<file path="config.mk">
export PLATFORM = sky130hd
export DESIGN_NAME = elevator_car_ctrl
export DESIGN_NICKNAME = d
export VERILOG_FILES = /design/src/rtl/elevator_pkg.sv /design/src/rtl/elevator_car_ctrl_tick_timer.sv /design/src/rtl/elevator_car_ctrl.sv
export SDC_FILE = /design/constraint.sdc
export NUM_CORES = 1
export LEC_CHECK = 0
export CORE_ASPECT_RATIO = 1.1
export CORE_MARGIN = 2
export CORE_UTILIZATION = 35
export CTS_CLUSTER_DIAMETER = 60
export DETAILED_ROUTE_END_ITERATION = 10
export PLACE_DENSITY = 0.61
export SETUP_SLACK_MARGIN = 0.02
export SLEW_MARGIN = 20
export SYNTH_ARGS = -nofsm -noshare
export SYNTH_HDL_FRONTEND = slang
export SYNTH_SLANG_ARGS = --single-unit
export TNS_END_PERCENT = 30
</file>
<file path="constraint.sdc">
create_clock -name clk -period 4.3 [get_ports clk]
set_clock_uncertainty 0.05 [all_clocks]
set_input_delay 0.645 -clock clk [delete_from_list [all_inputs] [get_ports clk]]
set_output_delay 0.645 -clock clk [all_outputs]
set_load 0.02 [all_outputs]
</file>
<file path="src/rtl/elevator_pkg.sv">
// Shared encodings and helpers for the 4-floor elevator car controller.
// The request code, state constants and the SCAN look-ahead function live here.
package elevator_pkg;

  localparam int NUM_FLOORS = 4;
  localparam int REQ_VALID  = 2;

  localparam logic [1:0] ST_IDLE = 2'd0;
  localparam logic [1:0] ST_MOVE = 2'd1;
  localparam logic [1:0] ST_DOOR = 2'd2;

  localparam logic [1:0] FLOOR_BOTTOM = 2'd0;
  localparam logic [1:0] FLOOR_TOP    = 2'd3;

  // True when some pending floor lies strictly beyond 'floor' in direction 'dir_up'.
  function automatic logic ahead(input logic [NUM_FLOORS-1:0] mask,
                                 input logic [1:0]            floor,
                                 input logic                  dir_up);
    logic hit;
    hit = 1'b0;
    for (int i = 0; i < NUM_FLOORS; i++) begin
      if (mask[i] && (dir_up ? (i > int'(floor)) : (i < int'(floor))))
        hit = 1'b1;
    end
    return hit;
  endfunction

endpackage

</file>
<file path="src/rtl/elevator_car_ctrl_tick_timer.sv">
// Up-counter with synchronous clear and a terminal-count flag; the car
// controller shares one instance between floor travel and door hold.
module tick_timer #(
  parameter int WIDTH = 2
) (
  input  logic             clk,
  input  logic             rst,
  input  logic             clr,
  input  logic             en,
  input  logic [WIDTH-1:0] last,
  output logic             done
);

  logic [WIDTH-1:0] count_reg;

  always_ff @(posedge clk) begin
    if (rst || clr)
      count_reg <= '0;
    else if (en)
      count_reg <= count_reg + WIDTH'(1);
  end

  assign done = en && (count_reg == last);

endmodule

</file>
<file path="src/rtl/elevator_car_ctrl.sv">
// Elevator car controller: latches floor calls into a pending mask and runs
// a SCAN-style IDLE/MOVE/DOOR sequence over four floors.
module elevator_car_ctrl
  import elevator_pkg::*;
#(
  parameter int FLOOR_TICKS = 50_000_000,
  parameter int DOOR_TICKS  = 100_000_000
) (
  input  logic       clk,
  input  logic       rst,
  input  logic [2:0] n_stage,
  output logic [1:0] cur_floor,
  output logic       dir_up,
  output logic       moving,
  output logic       door_open,
  output logic       arrived,
  output logic [3:0] pending
);

  localparam int MAX_TICKS = (FLOOR_TICKS > DOOR_TICKS) ? FLOOR_TICKS : DOOR_TICKS;
  localparam int TW        = $clog2(MAX_TICKS);
  localparam logic [TW-1:0] FLOOR_LAST = TW'(FLOOR_TICKS - 1);
  localparam logic [TW-1:0] DOOR_LAST  = TW'(DOOR_TICKS - 1);

  logic [1:0]            state_reg, state_next;
  logic [1:0]            floor_reg, floor_next;
  logic                  dir_reg, dir_next, dir_pick;
  logic [NUM_FLOORS-1:0] pending_reg, pending_next;
  logic                  arrived_reg, arrived_next;
  logic                  moving_reg, door_reg;

  logic                  req_valid, here_req;
  logic [1:0]            req_floor, step_floor;
  logic [NUM_FLOORS-1:0] set_mask, clr_mask;
  logic                  timer_clr, timer_en, timer_done;
  logic [TW-1:0]         timer_last;

  assign req_valid  = n_stage[REQ_VALID];
  assign req_floor  = n_stage[1:0];
  // A call for the floor the car is standing at opens (or re-opens) the door instead of latching.
  assign here_req   = req_valid && (req_floor == floor_reg) && (state_reg != ST_MOVE);
  assign step_floor = dir_reg ? floor_reg + 2'd1 : floor_reg - 2'd1;

  generate
    for (genvar gi = 0; gi < NUM_FLOORS; gi++) begin : g_set
      assign set_mask[gi] = req_valid && !here_req && (req_floor == 2'(gi));
    end
  endgenerate

  always_comb begin
    state_next   = state_reg;
    floor_next   = floor_reg;
    dir_pick     = dir_reg;
    arrived_next = 1'b0;
    clr_mask     = '0;
    timer_clr    = 1'b0;
    case (state_reg)
      ST_IDLE: begin
        timer_clr = 1'b1;
        if (here_req) begin
          state_next   = ST_DOOR;
          arrived_next = 1'b1;
        end else if (pending_reg[floor_reg]) begin
          clr_mask[floor_reg] = 1'b1;
          state_next          = ST_DOOR;
          arrived_next        = 1'b1;
        end else if (pending_reg != '0) begin
          dir_pick   = ahead(pending_reg, floor_reg, dir_reg) ? dir_reg : ~dir_reg;
          state_next = ST_MOVE;
        end
      end
      ST_MOVE: begin
        if (timer_done) begin
          timer_clr  = 1'b1;
          floor_next = step_floor;
          if (pending_reg[step_floor]) begin
            clr_mask[step_floor] = 1'b1;
            state_next           = ST_DOOR;
            arrived_next         = 1'b1;
          end else if (pending_reg == '0) begin
            state_next = ST_IDLE;
          end else begin
            dir_pick = ahead(pending_reg, step_floor, dir_reg) ? dir_reg : ~dir_reg;
          end
        end
      end
      ST_DOOR: begin
        if (here_req) begin
          timer_clr = 1'b1;
        end else if (timer_done) begin
          timer_clr  = 1'b1;
          state_next = ST_IDLE;
        end
      end
      default: begin
        timer_clr  = 1'b1;
        state_next = ST_IDLE;
      end
    endcase
  end

  // End floors pin the direction so the car never points out of the shaft.
  assign dir_next     = (floor_next == FLOOR_TOP)    ? 1'b0 :
                        (floor_next == FLOOR_BOTTOM) ? 1'b1 : dir_pick;
  assign pending_next = (pending_reg | set_mask) & ~clr_mask;
  assign timer_en     = (state_reg == ST_MOVE) || (state_reg == ST_DOOR);
  assign timer_last   = (state_reg == ST_MOVE) ? FLOOR_LAST : DOOR_LAST;

  tick_timer #(.WIDTH(TW)) u_timer (
    .clk  (clk),
    .rst  (rst),
    .clr  (timer_clr),
    .en   (timer_en),
    .last (timer_last),
    .done (timer_done)
  );

  always_ff @(posedge clk) begin
    if (rst) begin
      state_reg   <= ST_IDLE;
      floor_reg   <= FLOOR_BOTTOM;
      dir_reg     <= 1'b1;
      pending_reg <= '0;
      arrived_reg <= 1'b0;
      moving_reg  <= 1'b0;
      door_reg    <= 1'b0;
    end else begin
      state_reg   <= state_next;
      floor_reg   <= floor_next;
      dir_reg     <= dir_next;
      pending_reg <= pending_next;
      arrived_reg <= arrived_next;
      moving_reg  <= (state_next == ST_MOVE);
      door_reg    <= (state_next == ST_DOOR);
    end
  end

  assign cur_floor = floor_reg;
  assign dir_up    = dir_reg;
  assign moving    = moving_reg;
  assign door_open = door_reg;
  assign arrived   = arrived_reg;
  assign pending   = pending_reg;

endmodule
</file>
==> flow_summary.ini, run 1 <==
[outcome]
outcome = completed

[pwr]
clkPwrFrac_pct = 32.2
p_switching_uw = 207.3
leakage_uw = 0.0008817
ir_drop_mv = 0.1327
swShare_pct = 27.98
p_per_area_mw_per_mm2 = 281.5
p_seq_share_pct = 51.7
power_uw = 740.9
internal_power_uw = 533.6
pwr-share-comb_pct = 16.1

[worst_setup_path]
cp-end-kind = flip-flop
cp-start-kind = flip-flop
required_ns = 4.43
arrival_ns = 3.72
crit_fanout = 12
path_class = flip-flop to flip-flop

[clocking]
cts_sinks = 39
cts_resized = 0
cts_htree_levels = 2
cts.path.max_buffers = 2
path_clk_slew_ns = 0.08
post-cts-setup-buffers = 0
cts_tree = done
cts_buffers = 5
ctsHoldBuffers = 0
clock_latency_ns = 0.29
root_buffer = clkbuf_8

[synth]
ys_types = 52
synth-compound-area-share_pct = 12.68
synth_edf_count = 0
yosys_warnings = 0
async_flop_share_pct = 0
synth_top_family_by_area = simple AND/OR/NAND/NOR gates
synthSimpleGateAreaFrac_pct = 29.42
syn_inst = 277
syn-cell-area_mm2 = 0.002377
syn_nets = 295
synth-adder-area-share_pct = 6.842
ys_ff_latch = 39
muxShareOfSynthArea_pct = 2.316
syn_area_per_cell_um2 = 8.582
synth-main-ff-cell = dfxtp_1
synth_xor_area_share_pct = 10.32
yosysSeqAreaShare_pct = 32.84

[detailed_routing]
drtAntennaViolNets = 0
drc = 0
avgRoutedWirePerCell_um = 12.64
drt_iter0_markers = 106
viasPerCell = 5.141
drt-pass1-iter-count = 5
routed_wl_mm = 4.676
num_vias = 1902

[global_routing]
grt_max_degree = 28
antenna_found_initial = 0
grt_util_all_layers_pct = 13.47
grt_overflow_total = 0
grt_pass1_vias = 1738
grt_pass1_wl_mm = 8.045

[timing]
post-route-period-util_pct = 83.50
period_needed_ns = 3.590
tns_ns = 0
finalHoldViolCount = 0
max_freq_mhz = 278.5
worst_pin_slew_ns = 0.9096
rsz0062_at_grt = false
setup_viol = 0
slew_headroom_pct = 39.36
slew_viol_final = 0

[floorplanning]
start_util_pct = 36.05
coreArea_mm2 = 0.006594
die_area_mm2 = 0.007468
dieWidth_um = 82.58
dieHeight_um = 90.44
num_rows = 31
io_pins = 15

[layout]
diodes = 0
final_core_util_pct = 39.92
layout-drive-gt1-share_pct = 7.292
largest_reg_flops = 27
n_fill_cell = 670
area_growth_pct = 10.74
design_area_mm2 = 0.002633
layout.nets = 305
mostFrequentLayoutCells = nor2_1 (46), dfxtp_1 (39), xnor2_1 (20)
final_common_cell = nor2_1

[placement]
port_buffers = 14
place_area_mm2 = 0.002547
dpl.hpwl_mm = 3.336
gp_congestion = 0.8595

[worst_hold_path]
min_path_type = flip-flop to flip-flop

[flow_run]
max-cap-violations = 0
-- routing by layer --
layer | track usage, % | vias up | wire (µm)
li1 | - | 985 | -
met1 | 19.30 | 884 | 2363
met2 | 20.09 | 29 | 2105
met3 | 3.200 | 4 | 173
met4 | 3.689 | 0 | 34
met5 | 0 | - | 0
-- final timing paths --
| check | from | end | slack, ns | cells past startpoint |
|---|---|---|---|---|
| worst max-delay path | state_reg[1] | dir_up | 0.71 | 11 |
| worst min-delay path | u_timer.count_reg[0] | u_timer.count_reg[0] | 0.42 | 1 |
| worst max register to register | state_reg[1] | dir_up | 0.71 | 11 |
| worst min register to register | u_timer.count_reg[0] | u_timer.count_reg[0] | 0.42 | 1 |
-- area by class of cell --
class                   count  area, µm²  share of cell area (%)
clock buffers               6      72.57                   2.757
clock inverters             2      12.51                  0.4753
inverters                  16      60.06                   2.281
multi-input cells         211       1464                   55.61
flip-flops and latches     39      780.7                   29.66
well taps                  82      102.6                   3.897
repair buffers             14      140.1                   5.323
-- critical path, cell delays in order (launching register included) --
cell	delay [ns]
dfxtp_1	0.34
inv_1	0.11
ha_1	0.39
or4bb_1	0.58
nor4b_4	0.52
mux2i_1	0.33
inv_1	0.07
ha_1	0.27
and2_2	0.19
a32oi_1	0.21
a21oi_1	0.10
a311o_1	0.32
-- synthesized netlist by cell type (3+ instances only) --
| library cell | instances | area [µm²] |
|---|---|---|
| a21oi_1 | 10 | 50.05 |
| a31oi_1 | 5 | 31.28 |
| a41oi_1 | 3 | 26.28 |
| and3_1 | 6 | 37.54 |
| buf_4 | 4 | 30.03 |
| clkbuf_1 | 3 | 11.26 |
| dfxtp_1 | 39 | 780.8 |
| ha_1 | 13 | 162.7 |
| inv_1 | 16 | 60.06 |
| nand2_1 | 19 | 71.32 |
| nand3_1 | 10 | 50.05 |
| nand4_1 | 4 | 25.02 |
| nor2_1 | 46 | 172.7 |
| nor2b_1 | 7 | 43.79 |
| nor3_1 | 10 | 50.05 |
| nor3b_1 | 3 | 22.52 |
| o211ai_1 | 4 | 30.03 |
| o21ai_0 | 5 | 25.02 |
| or3_1 | 3 | 18.77 |
| xnor2_1 | 20 | 175.2 |
| xor2_1 | 8 | 70.07 |
-- kinds of logic after synthesis --
group,Yosys count
simple gates,127
buf+inv,27
flops,39
mux,3
fa+ha+maj,13
xor+xnor,28
compound gates,40
-- metrics by stage --
step	hold WS, ns	instances	setup WS [ns]
2_1_floorplan	0.3765	277	1.243
3_3_place_gp	0.3956	362	0.8304
3_5_place_dp	0.4045	362	0.7260
4_1_cts	0.4184	370	0.7114
5_1_grt	0.4372	370	0.4566
6_report	0.4183	370	0.7097
-- power groups by stage --
stage               logic (µW)  clock network (µW)  registers (µW)
floorplan                 85.5                   0             395
global placement           120                   0             391
detailed placement         119                   0             391
CTS                        120                 250             383
global route               132                 266             386
finish                     119                 239             383
(Power assumes the default switching activity.)
==> run 2: changes to the inputs <==
clock period = 3.64 ns   (was 4.3 ns; I/O delays follow)
==> run 2 against run 1 <==
Final cell count is 1.4% higher; setup slack worse by 0.41 ns; largest cell class unchanged; non-clock buffer count is 5 higher.
==> flow_summary.ini, run 2 (synthesis gave the netlist of run 1 again) <==
[layout]
mostFrequentLayoutCells = nor2_1 (46), dfxtp_1 (39), xnor2_1 (20)
final_cells = 375
area_growth_pct = 12.32
diodes = 0
layout.nets = 310
largest_reg_flops = 27
final_core_util_pct = 40.49
final_common_cell = nor2_1
layout-drive-gt1-share_pct = 8.874

[global_routing]
grt_pass1_wl_mm = 8.645
antenna_found_initial = 0
grt_overflow_total = 0
grt_pass1_vias = 1895
grt_max_degree = 28
grt_util_all_layers_pct = 14.52

[detailed_routing]
drc = 0
drt_iter0_markers = 76
drt-pass1-iter-count = 4
routed_wl_mm = 5.006
avgRoutedWirePerCell_um = 13.35
viasPerCell = 5.216
drtAntennaViolNets = 0
num_vias = 1956

[floorplanning]
start_util_pct = 36.05
num_rows = 31
io_pins = 15
die_area_mm2 = 0.007468
dieHeight_um = 90.44
dieWidth_um = 82.58
coreArea_mm2 = 0.006594

[worst_setup_path]
crit_fanout = 5
rrSetupSlack_ns = 0.30
cp-start-kind = flip-flop
path_class = flip-flop to flip-flop
cp-end-kind = flip-flop
arrival_ns = 3.46
required_ns = 3.77

[clocking]
cts_htree_levels = 2
root_buffer = clkbuf_8
cts.path.max_buffers = 2
clock_latency_ns = 0.29
cts_sinks = 39
ctsHoldBuffers = 0
post-cts-setup-buffers = 0
cts_buffers = 5
cts_tree = done
path_clk_slew_ns = 0.08
cts_resized = 0

[pwr]
leakage_uw = 0.0009076
ir_drop_mv = 0.1659
p_per_area_mw_per_mm2 = 330.9
power_uw = 883.4

[placement]
dpl.hpwl_mm = 3.637
dp.cells = 367
port_buffers = 14
gp_congestion = 0.7869
pre_cts_ws_ns = 0.3142

[timing]
finalHoldViolCount = 0
worst_pin_slew_ns = 0.9056
period_needed_ns = 3.337
fin_ws_ns = 0.3032
max_freq_mhz = 299.7
slew_viol_final = 0
setup_viol = 0
post-route-period-util_pct = 91.67
tns_ns = 0
slew_headroom_pct = 39.07
rsz0062_at_grt = false

[worst_hold_path]
min_path_type = flip-flop to flip-flop

[outcome]
outcome = completed

[flow_run]
max-cap-violations = 0
[run 2: stage by stage]
stage | area [µm²] | hold WS [ns]
6_report | 2670 | 0.4267
5_1_grt | 2670 | 0.4547
4_1_cts | 2670 | 0.4302
3_5_place_dp | 2585 | 0.4144
3_3_place_gp | 2585 | 0.4061
2_1_floorplan | 2377 | 0.3765
[run 2: where the power goes]
group	total [µW]	switching, µW	internal (µW)
combinational	147	85.5	61.5
clock	283	149	134
sequential	453	13.9	439
[run 2: final timing paths]
kind                            cells past startpoint                    to                 start
worst min-delay path                                1  u_timer.count_reg[0]  u_timer.count_reg[0]
worst max register to register                     12                dir_up          state_reg[0]
worst max-delay path                               12                dir_up          state_reg[0]
worst min register to register                      1  u_timer.count_reg[0]  u_timer.count_reg[0]
[run 2: final cells by class]
cell class / count / area [µm²]
Clock inverter: 2 / 12.51
Multi-Input combinational cell: 211 / 1464
Tap cell: 82 / 102.6
Fill cell: 686 / 3924
Inverter: 16 / 60.06
Sequential cell: 39 / 780.7
Clock buffer: 6 / 72.57
Timing Repair Buffer: 19 / 177.7
[run 2: worst max-delay path: stages, from the launching register on]
cell and delay (ns):
dfxtp_1 0.40, inv_1 0.08, ha_1 0.34, nand4_1 0.24
nor3_1 0.27, nor4b_4 0.33, mux2i_1 0.34, inv_1 0.09
ha_1 0.27, and2_2 0.18, a32oi_1 0.21, a21oi_1 0.10
a311o_1 0.32
[run 2: per-layer routing]
layer | routed length [µm] | global-route usage [%] | vias to the layer above
li1 | - | - | 993
met1 | 2475 | 19.88 | 924
met2 | 2262 | 22.31 | 33
met3 | 188 | 2.800 | 6
met4 | 80 | 5.464 | 0
met5 | 0 | 0 | -
